--- src/rtl/alu_iter.sv ---
// alu_iter: valid/ready ALU with single-cycle base ops and a bit-serial multiply/divide unit.
// The multiply/divide unit is built only when ALU_ITER_MULDIV_EN is defined; otherwise ops 1010-1111 return 0.
module alu_iter #(
  parameter int XLEN    = 32,
  parameter int SHAMT_W = $clog2(XLEN)
) (
  input  logic               clk,
  input  logic               rst,
  input  logic               in_valid,
  output logic               in_ready,
  input  logic               imm_en,
  input  logic [XLEN-1:0]    a,
  input  logic [XLEN-1:0]    b,
  input  logic [XLEN-1:0]    imm,
  input  logic [3:0]         op,
  input  logic [SHAMT_W-1:0] shamt,
  output logic               out_valid,
  input  logic               out_ready,
  output logic [XLEN-1:0]    out_data,
  output logic               busy,
  output logic [1:0]         dbg_state
);
  // Handshake: a transfer occurs on a rising edge where valid and ready are both high.
  // in_ready is high only in IDLE; out_valid is high only in DONE and holds with out_data until out_ready.

  typedef enum logic [1:0] {
    IDLE = 2'd0,
    BUSY = 2'd1,
    DONE = 2'd2
  } state_t;

  state_t          state, state_nxt;
  logic [XLEN-1:0] op2;
  logic [XLEN-1:0] alu_res;
  logic [XLEN-1:0] iter_res;
  logic            accept;
  logic            start_iter;
  logic            iter_last;

  assign op2    = imm_en ? imm : b;
  assign accept = in_valid && in_ready;

  always_comb begin
    alu_res = '0;
    case (op)
      4'b0000: alu_res = a + op2;
      4'b0001: alu_res = a - op2;
      4'b0010: alu_res = a << shamt;
      4'b0011: alu_res = {{(XLEN-1){1'b0}}, ($signed(a) < $signed(op2))};
      4'b0100: alu_res = {{(XLEN-1){1'b0}}, (a < op2)};
      4'b0101: alu_res = a ^ op2;
      4'b0110: alu_res = $unsigned($signed(a) >>> shamt);
      4'b0111: alu_res = a >> shamt;
      4'b1000: alu_res = a | op2;
      4'b1001: alu_res = a & op2;
      default: alu_res = '0;
    endcase
  end

  always_ff @(posedge clk or negedge rst) begin
    if (!rst) state <= IDLE;
    else      state <= state_nxt;
  end

  always_comb begin
    state_nxt = state;
    case (state)
      IDLE:    if (accept) state_nxt = start_iter ? BUSY : DONE;
      BUSY:    if (iter_last) state_nxt = DONE;
      DONE:    if (out_ready) state_nxt = IDLE;
      default: state_nxt = IDLE;
    endcase
  end

  assign in_ready  = (state == IDLE);
  assign out_valid = (state == DONE);
  assign busy      = (state != IDLE);
  assign dbg_state = state;

  always_ff @(posedge clk or negedge rst) begin
    if (!rst)                     out_data <= '0;
    else if (accept && !start_iter) out_data <= alu_res;
    else if (iter_last)           out_data <= iter_res;
  end

`ifdef ALU_ITER_MULDIV_EN
  localparam int                CNT_W    = $clog2(XLEN);
  localparam logic [CNT_W-1:0]  CNT_LAST = CNT_W'(XLEN - 1);

  logic [CNT_W-1:0]  cnt;
  logic [XLEN-1:0]   hi, lo, md;
  logic [XLEN-1:0]   hi_nxt, lo_nxt;
  logic [2:0]        op_q;
  logic              neg_q;
  logic              is_iter, signed_op, a_neg, b_neg, neg_start;
  logic [XLEN-1:0]   a_mag, b_mag;
  logic [XLEN:0]     mul_sum, div_shift, div_diff;
  logic [2*XLEN-1:0] prod_fix;

  assign is_iter    = op[3] & (op[2] | op[1]);
  assign start_iter = accept && is_iter;
  assign iter_last  = (state == BUSY) && (cnt == CNT_LAST);

  // Both units work on magnitudes; neg_start records whether the final result needs negating.
  always_comb begin
    signed_op = op[2] ? ~op[0] : op[0];
    a_neg     = signed_op & a[XLEN-1];
    b_neg     = signed_op & op2[XLEN-1];
    a_mag     = a_neg ? -a : a;
    b_mag     = b_neg ? -op2 : op2;
    if (!op[2])     neg_start = a_neg ^ b_neg;
    else if (op[1]) neg_start = a_neg;
    else            neg_start = (a_neg ^ b_neg) & (|op2);
  end

  // One shift-add (multiply) or restoring-subtract (divide) step per cycle; {hi,lo} holds the partials.
  always_comb begin
    mul_sum   = {1'b0, hi} + (lo[0] ? {1'b0, md} : {(XLEN+1){1'b0}});
    div_shift = {hi, lo[XLEN-1]};
    div_diff  = div_shift - {1'b0, md};
    if (op_q[2]) begin
      hi_nxt = div_diff[XLEN] ? div_shift[XLEN-1:0] : div_diff[XLEN-1:0];
      lo_nxt = {lo[XLEN-2:0], ~div_diff[XLEN]};
    end else begin
      hi_nxt = mul_sum[XLEN:1];
      lo_nxt = {mul_sum[0], lo[XLEN-1:1]};
    end
    prod_fix = neg_q ? -{hi_nxt, lo_nxt} : {hi_nxt, lo_nxt};
    if (!op_q[2])     iter_res = op_q[0] ? prod_fix[2*XLEN-1:XLEN] : lo_nxt;
    else if (op_q[1]) iter_res = neg_q ? -hi_nxt : hi_nxt;
    else              iter_res = neg_q ? -lo_nxt : lo_nxt;
  end

  always_ff @(posedge clk or negedge rst) begin
    if (!rst) begin
      cnt   <= '0;
      hi    <= '0;
      lo    <= '0;
      md    <= '0;
      op_q  <= '0;
      neg_q <= 1'b0;
    end else if (start_iter) begin
      cnt   <= '0;
      hi    <= '0;
      lo    <= a_mag;
      md    <= b_mag;
      op_q  <= op[2:0];
      neg_q <= neg_start;
    end else if (state == BUSY) begin
      cnt <= cnt + 1'b1;
      hi  <= hi_nxt;
      lo  <= lo_nxt;
    end
  end
`else
  assign start_iter = 1'b0;
  assign iter_last  = 1'b0;
  assign iter_res   = '0;
`endif

endmodule

--- config.mk ---
export PLATFORM = sky130hd
export DESIGN_NAME = alu_iter
export DESIGN_NICKNAME = d
export VERILOG_FILES = /design/src/rtl/alu_iter.sv
export SDC_FILE = /design/constraint.sdc
export NUM_CORES = 1
export LEC_CHECK = 0
export ABC_AREA = 1
export CORE_MARGIN = 4
export CORE_UTILIZATION = 30
export DETAILED_ROUTE_END_ITERATION = 10
export HOLD_SLACK_MARGIN = 0.05
export SLEW_MARGIN = 20
export SYNTH_ARGS = -nofsm -noshare
export SYNTH_HDL_FRONTEND = slang
export SYNTH_SLANG_ARGS = --single-unit
--- constraint.sdc ---
create_clock -name clk -period 1.2 [get_ports clk]
set_input_delay 0.3 -clock clk [delete_from_list [all_inputs] [get_ports clk]]
set_output_delay 0.3 -clock clk [all_outputs]
set_load 0.01 [all_outputs]
==> reports/metrics.yaml, run 1 <==
pwr:
  p_per_area_nw_per_um2: 693
  maximum_vdd_ir_drop_mv: 0.475
  p_leak_uw: 0.0119
drt:
  dr.pass1.iters: 6
  detail_route.drc_violations: 0
  routed-via-count: 18700
  dr.first_iter.drc_count: 1995
  detail-route-antenna-nets: 0
  route.detailed.wl_per_inst_um: 21.8
  routed_wirelength_mm: 77.1
  route.detailed.vias_per_inst: 5.30
grt:
  grt_overflow_total: 0
  grt_antenna_before_repair: 0
  grt_util_all_layers_pct: 33.5
  grt_pass1_vias: 17600
  wire_length_of_the_first_global_routing_pass_mm: 111
  grt_start_max_net_pins: 43
clock_network:
  cts_root_buffer: "sky130_fd_sc_hd__clkbuf_16"
  cts_bufs_inserted: 5
  post_cts_hold_buffer_count: 0
  clkTransAtPathRegs_ps: 70
  h_tree_depth: 2
  cts_tree: "built"
  clock_tree.buffer_depth: 2
  clk_latency_ps: 300
  clkSinkCount: 33
synthesis:
  cell_variety_after_synth: 51
  synth_edf_count: 0
  synth.cell_area_um2: 11900
  synth_top_flop_cell: "sky130_fd_sc_hd__dfrtp_1"
  synth_fp_nets: 2574
  synth.ff_latch_count: 33
  ys_seq_area_share_pct: 6.95
  avg_synthesized_cell_area_um2: 5.02
  async_reset_ff_share_pct: 100
  synthesis.instances: 2365
  synth.yosys.warnings: 0
setup_path:
  cp_max_fo: 9
  cp_data_arrival_time_ps: 2560
  timing.critical_path.to_type: "flop"
  timing.critical_path.slowest_cell_delay_ps: 270
  r2r-start: "dbg_state[1]"
  critical_path_class: "input port to flop"
  setup.worst_path.start: "imm_en"
  timing.critical_path.required_ps: 1390
  worst_path_max_delay_cell: "sky130_fd_sc_hd__ha_4"
  critical_path_launch_point_type: "input port"
  critical_path.cell_chain: "buf_12, buf_16, buf_16, o21ai_4, ha_4, buf_4, nand2_1, o211ai_1, nor2_2, nand3_2, a21oi_2, buf_4, nand3_4, nand2_2, nand2_1"
sta:
  fin_tns_setup_ps: -34670
  relSlewSlack_pct: 54.2
  finalMaxSlewViolations: 0
  final.setup_skew_ps: 13.8
  post-route-period-util_pct: 198
  fin_ws_ps: -1180
  fmaxAchievable_ghz: 0.421
  setup_viol_count_final: 37
  final.min_clock_period_ps: 2380
  finalHoldViolCount: 0
  transition_time_at_the_pin_with_the_least_slew_margin_ps: 683
  setup_repair_after_global_routing_missed_its_margin: "true"
final_layout:
  drive_gt1_share_pct: 44.7
  final_core_util_pct: 57.0
  layout_common_cells: "sky130_fd_sc_hd__nand2_1, sky130_fd_sc_hd__buf_4, sky130_fd_sc_hd__nand3_1"
  final_nets: 3218
  layout.cells.most_common: "sky130_fd_sc_hd__nand2_1"
  antenna_cells_inserted: 0
  area_delta_synth_final_pct: 86.9
placement:
  gp_congestion: 1.04
  dp.final_hpwl_mm: 62.8
  io_buffers: 145
floorplanning:
  start_util_pct: 30.5
  die_y_um: 207
  total_core_area_um2: 38900
  top_level_ports: 147
  dieWidth_um: 207
  placementRows: 72
  design.die.area_um2: 42800
flow_run:
  cap_viol_max_count: 0
run_status:
  outcome: "finished, violations left"
  violated_checks: "setup timing"
worst_hold_path:
  classification_of_the_worst_slack_hold_path: "input port to asynchronous set/reset pin"
-- synth_stat cells (15+ instances only) --
| cell type | number | area, um^2 |
|---|---|---|
| sky130_fd_sc_hd__nand3_1 | 438 | 2190 |
| sky130_fd_sc_hd__a21oi_1 | 67 | 335 |
| sky130_fd_sc_hd__buf_2 | 52 | 260 |
| sky130_fd_sc_hd__nor2_1 | 142 | 533 |
| sky130_fd_sc_hd__nor3_1 | 19 | 95.1 |
| sky130_fd_sc_hd__nand4_1 | 27 | 169 |
| sky130_fd_sc_hd__dfrtp_1 | 33 | 826 |
| sky130_fd_sc_hd__clkbuf_1 | 28 | 105 |
| sky130_fd_sc_hd__ha_1 | 97 | 1210 |
| sky130_fd_sc_hd__o211ai_1 | 22 | 165 |
| sky130_fd_sc_hd__o21ai_0 | 73 | 365 |
| sky130_fd_sc_hd__inv_1 | 351 | 1320 |
| sky130_fd_sc_hd__nand2_1 | 875 | 3280 |
| sky130_fd_sc_hd__buf_4 | 15 | 113 |
| sky130_fd_sc_hd__o22ai_1 | 17 | 106 |
-- flip-flops by register name, summed over array words and instances, names as in the netlist --
name,flops
out_data,32
dbg_state,1
-- cell type report --
| cell class | instances | area, um^2 |
|---|---|---|
| Clock buffer | 7 | 143 |
| Clock inverter | 1 | 30.0 |
| Fill cell | 3834 | 16700 |
| Inverter | 361 | 1400 |
| Multi-Input combinational cell | 1862 | 12600 |
| Sequential cell | 33 | 833 |
| Tap cell | 518 | 648 |
| Timing Repair Buffer | 746 | 6530 |
-- power by group --
group	switching (uW)	total, uW	internal (uW)	leakage, uW
combinational	6950	12200	5250	0.0114
sequential	218	1570	1350	0.000425
clock	569	1610	1040	0.0000841
total	7740	15400	7640	0.0119
-- worst max-delay path: cells and delay by family --
family          cells  cell delay (ps)
compound gates      3              540
buf+inv             5              760
fa+ha+maj           1              270
simple gates        6              650
-- final timing paths --
kind	to	slack, ps	cells past startpoint
setup / recovery	out_data[25]	-1180	15
max in group asynchronous	out_data[23]	600	2
hold reg to reg	out_data[7]	460	2
hold / removal	out_data[16]	380	2
setup reg to reg	out_data[1]	-70	7
min in group clk	out_data[7]	460	2
-- stage by stage --
| stage | total power [uW] | hold WS, ps | worst slack [ps] | area [um^2] | std cells |
|---|---|---|---|---|---|
| after floorplan | 5670 | 4.41 | -1080 | 12200 | 2365 |
| final | 15400 | 379 | -1180 | 22200 | 3528 |
| after detailed placement | 10700 | 467 | -1950 | 17900 | 3442 |
| after CTS | 14100 | 390 | -1170 | 20900 | 3496 |
| after global placement | 10700 | 463 | -1940 | 17900 | 3442 |
| after global routing | 16100 | 399 | -1280 | 22200 | 3528 |
-- cells by family after synthesis --
family,Yosys count,share of synthesized area [%]
simple gates,1545,55.7
buf+inv,470,16.3
compound gates,215,10.4
fa+ha+maj,99,10.6
flops,33,6.95
xor+xnor,2,0.147
other cells,1,0.0316
-- what timing repair did --
action / 4_1_cts / 5_1_grt
hold endpoints to repair: 0 / 0
resized for setup: 859 / 318
cloned: 3 / 0
setup buffers: 46 / 35
pin swaps: 207 / 160
endpoints found under the setup margin: 68 / 53
-- routing by layer --
| layer | share of wire [%] | track usage, % | up-vias |
|---|---|---|---|
| li1 | - | - | 8826 |
| met3 | 8.2 | 4.10 | 151 |
| met2 | 45 | 53.9 | 959 |
| met5 | 0 | 0 | - |
| met1 | 42 | 45.9 | 8775 |
| met4 | 4.8 | 12.4 | 0 |
Note: power is estimated with default switching activity, not from simulation.
==> run 2, diff against run 1 <==
- CELL_PAD_IN_SITES_DETAIL_PLACEMENT: unset -> 1
- CELL_PAD_IN_SITES_GLOBAL_PLACEMENT: unset -> 1
- PLACE_DENSITY_LB_ADDON: unset -> 0.1
==> reports/metrics.yaml, run 2 (synthesized netlist as in run 1, its figures left out) <==
run_status:
  outcome: "finished, violations left"
  violated_checks: "setup timing"
drt:
  top_signal_layer_used: "met4"
  dr.first_iter.drc_count: 1898
  dr.pass1.iters: 7
  route.met3.wl_mm: 7.10
  route.detailed.wl_per_inst_um: 25.9
  routed_wirelength_mm: 92.7
  route.detailed.vias_per_inst: 5.65
  routed-via-count: 20200
  detail-route-antenna-nets: 0
  detail_route.drc_violations: 0
  dr_wl_met2_mm: 41.4
  met1Wirelength_mm: 36.9
final_layout:
  area_delta_synth_final_pct: 88.7
  antenna_cells_inserted: 0
  largest-register: "out_data"
  layout_common_cells: "sky130_fd_sc_hd__nand2_1, sky130_fd_sc_hd__buf_4, sky130_fd_sc_hd__nand3_1"
  instances_no_fill: 3575
  final_nets: 3265
  drive_gt1_share_pct: 45.3
  final_core_util_pct: 57.6
  layout.cells.most_common: "sky130_fd_sc_hd__nand2_1"
  largest_reg_flops: 32
setup_path:
  critical_path_class: "input port to flop"
  critical_path_launch_point_type: "input port"
  timing.critical_path.to_type: "flop"
  cp_data_arrival_time_ps: 2810
  timing.critical_path.required_ps: 1380
  cp_max_fo: 12
clock_network:
  clk_latency_ps: 300
  cts_root_buffer: "sky130_fd_sc_hd__clkbuf_16"
  cts_bufs_inserted: 5
  h_tree_depth: 2
  clkTransAtPathRegs_ps: 80
  clock_tree.buffer_depth: 2
  cts_tree: "built"
  post_cts_hold_buffer_count: 0
  clkSinkCount: 33
sta:
  final.min_clock_period_ps: 2640
  fin_ws_ps: -1440
  setup_viol_count_final: 40
  finalMaxSlewViolations: 0
  finalHoldViolCount: 0
  relSlewSlack_pct: 63.0
  final.setup_skew_ps: 19.7
  transition_time_at_the_pin_with_the_least_slew_margin_ps: 550
  fmaxAchievable_ghz: 0.379
  post-route-period-util_pct: 220
  setup_repair_after_global_routing_missed_its_margin: "true"
pwr:
  p_per_area_nw_per_um2: 706
  maximum_vdd_ir_drop_mv: 0.565
  p_leak_uw: 0.0120
  power_uw: 15800
floorplanning:
  dieWidth_um: 207
  top_level_ports: 147
  total_core_area_um2: 38900
  design.die.area_um2: 42800
  start_util_pct: 30.5
  die_y_um: 207
  placementRows: 72
grt:
  grt_start_max_net_pins: 34
  grt_antenna_before_repair: 0
  grt_overflow_total: 0
  wire_length_of_the_first_global_routing_pass_mm: 127
  grt_util_all_layers_pct: 38.2
  grt_pass1_vias: 20300
placement:
  gp_congestion: 1.00
  placedCellCount: 3461
  io_buffers: 145
  dp.final_hpwl_mm: 67.2
worst_hold_path:
  classification_of_the_worst_slack_hold_path: "input port to asynchronous set/reset pin"
flow_run:
  cap_viol_max_count: 0
[run 2: cell types whose count changed in the layout (fill, tap and decap cells not counted), sizes merged]
| cell | change |
|---|---|
| dlymetal6s2s | -8 |
| clkdlybuf4s50 | +5 |
| dlygate4sd2 | -8 |
| buf | +53 |
| clkbuf | +3 |
| inv | +1 |
| clkdlybuf4s15 | +1 |
[run 2: path summary, 6_finish.rpt]
kind	from	end	slack, ps	cells after the start
worst max-delay path	imm_en	out_data[12]	-1440	17
max in group asynchronous	rst	out_data[25]	590	2
worst min-delay path	rst	out_data[30]	390	2
worst min register to register	out_data[27]	out_data[27]	490	2
min in group clk	out_data[27]	out_data[27]	490	2
worst max register to register	dbg_state[1]	out_data[23]	-190	6
[run 2: per-stage QoR]
| step | worst slack [ps] | hold slack, ps | cell area (um^2) | TNS [ps] |
|---|---|---|---|---|
| after floorplan | -1080 | 4.41 | 12200 | -32000 |
| after global placement | -2380 | 463 | 18000 | -59080 |
| after detailed placement | -2330 | 468 | 18000 | -60140 |
| after CTS | -1270 | 408 | 21200 | -36900 |
| after global routing | -1460 | 421 | 22400 | -42920 |
| final | -1440 | 394 | 22400 | -41070 |
[run 2: metal layers]
layer | GRT usage [%] | up-vias
li1 | - | 8915
met1 | 49.3 | 9795
met2 | 62.2 | 1136
met3 | 4.81 | 356
met4 | 20.4 | 0
met5 | 0 | -
[run 2: cell type report]
type / count / area, um^2
clock buffers: 6 / 129
clock inverters: 2 / 10.0
fillers: 5108 / 16500
inverters: 361 / 1430
multi-input cells: 1862 / 12400
flip-flops and latches: 33 / 830
well taps: 518 / 648
repair buffers: 793 / 6960
[run 2: power breakdown]
group	switching (uW)	internal [uW]
registers	193	1340
logic	7580	5340
clock network	602	767
[run 2: critical path, cell delays in order]
cell	delay [ps]
sky130_fd_sc_hd__buf_16	140
sky130_fd_sc_hd__buf_16	170
sky130_fd_sc_hd__o21ai_4	150
sky130_fd_sc_hd__inv_2	90
sky130_fd_sc_hd__ha_4	180
sky130_fd_sc_hd__fa_2	450
sky130_fd_sc_hd__nand3_2	120
sky130_fd_sc_hd__nand3_4	140
sky130_fd_sc_hd__nand3_4	110
sky130_fd_sc_hd__nand3_4	140
sky130_fd_sc_hd__buf_6	160
sky130_fd_sc_hd__a21oi_4	140
sky130_fd_sc_hd__o21ai_2	90
sky130_fd_sc_hd__nand2_2	110
sky130_fd_sc_hd__nand3_2	120
sky130_fd_sc_hd__nand2_1	110
sky130_fd_sc_hd__nand2_1	50
[run 2: timing repair]
action	4_1_cts	5_1_grt
buffers inserted	61	45
setup endpoints to repair	68	58
resized for setup	834	324
cloned	5	0
pin swaps	203	213
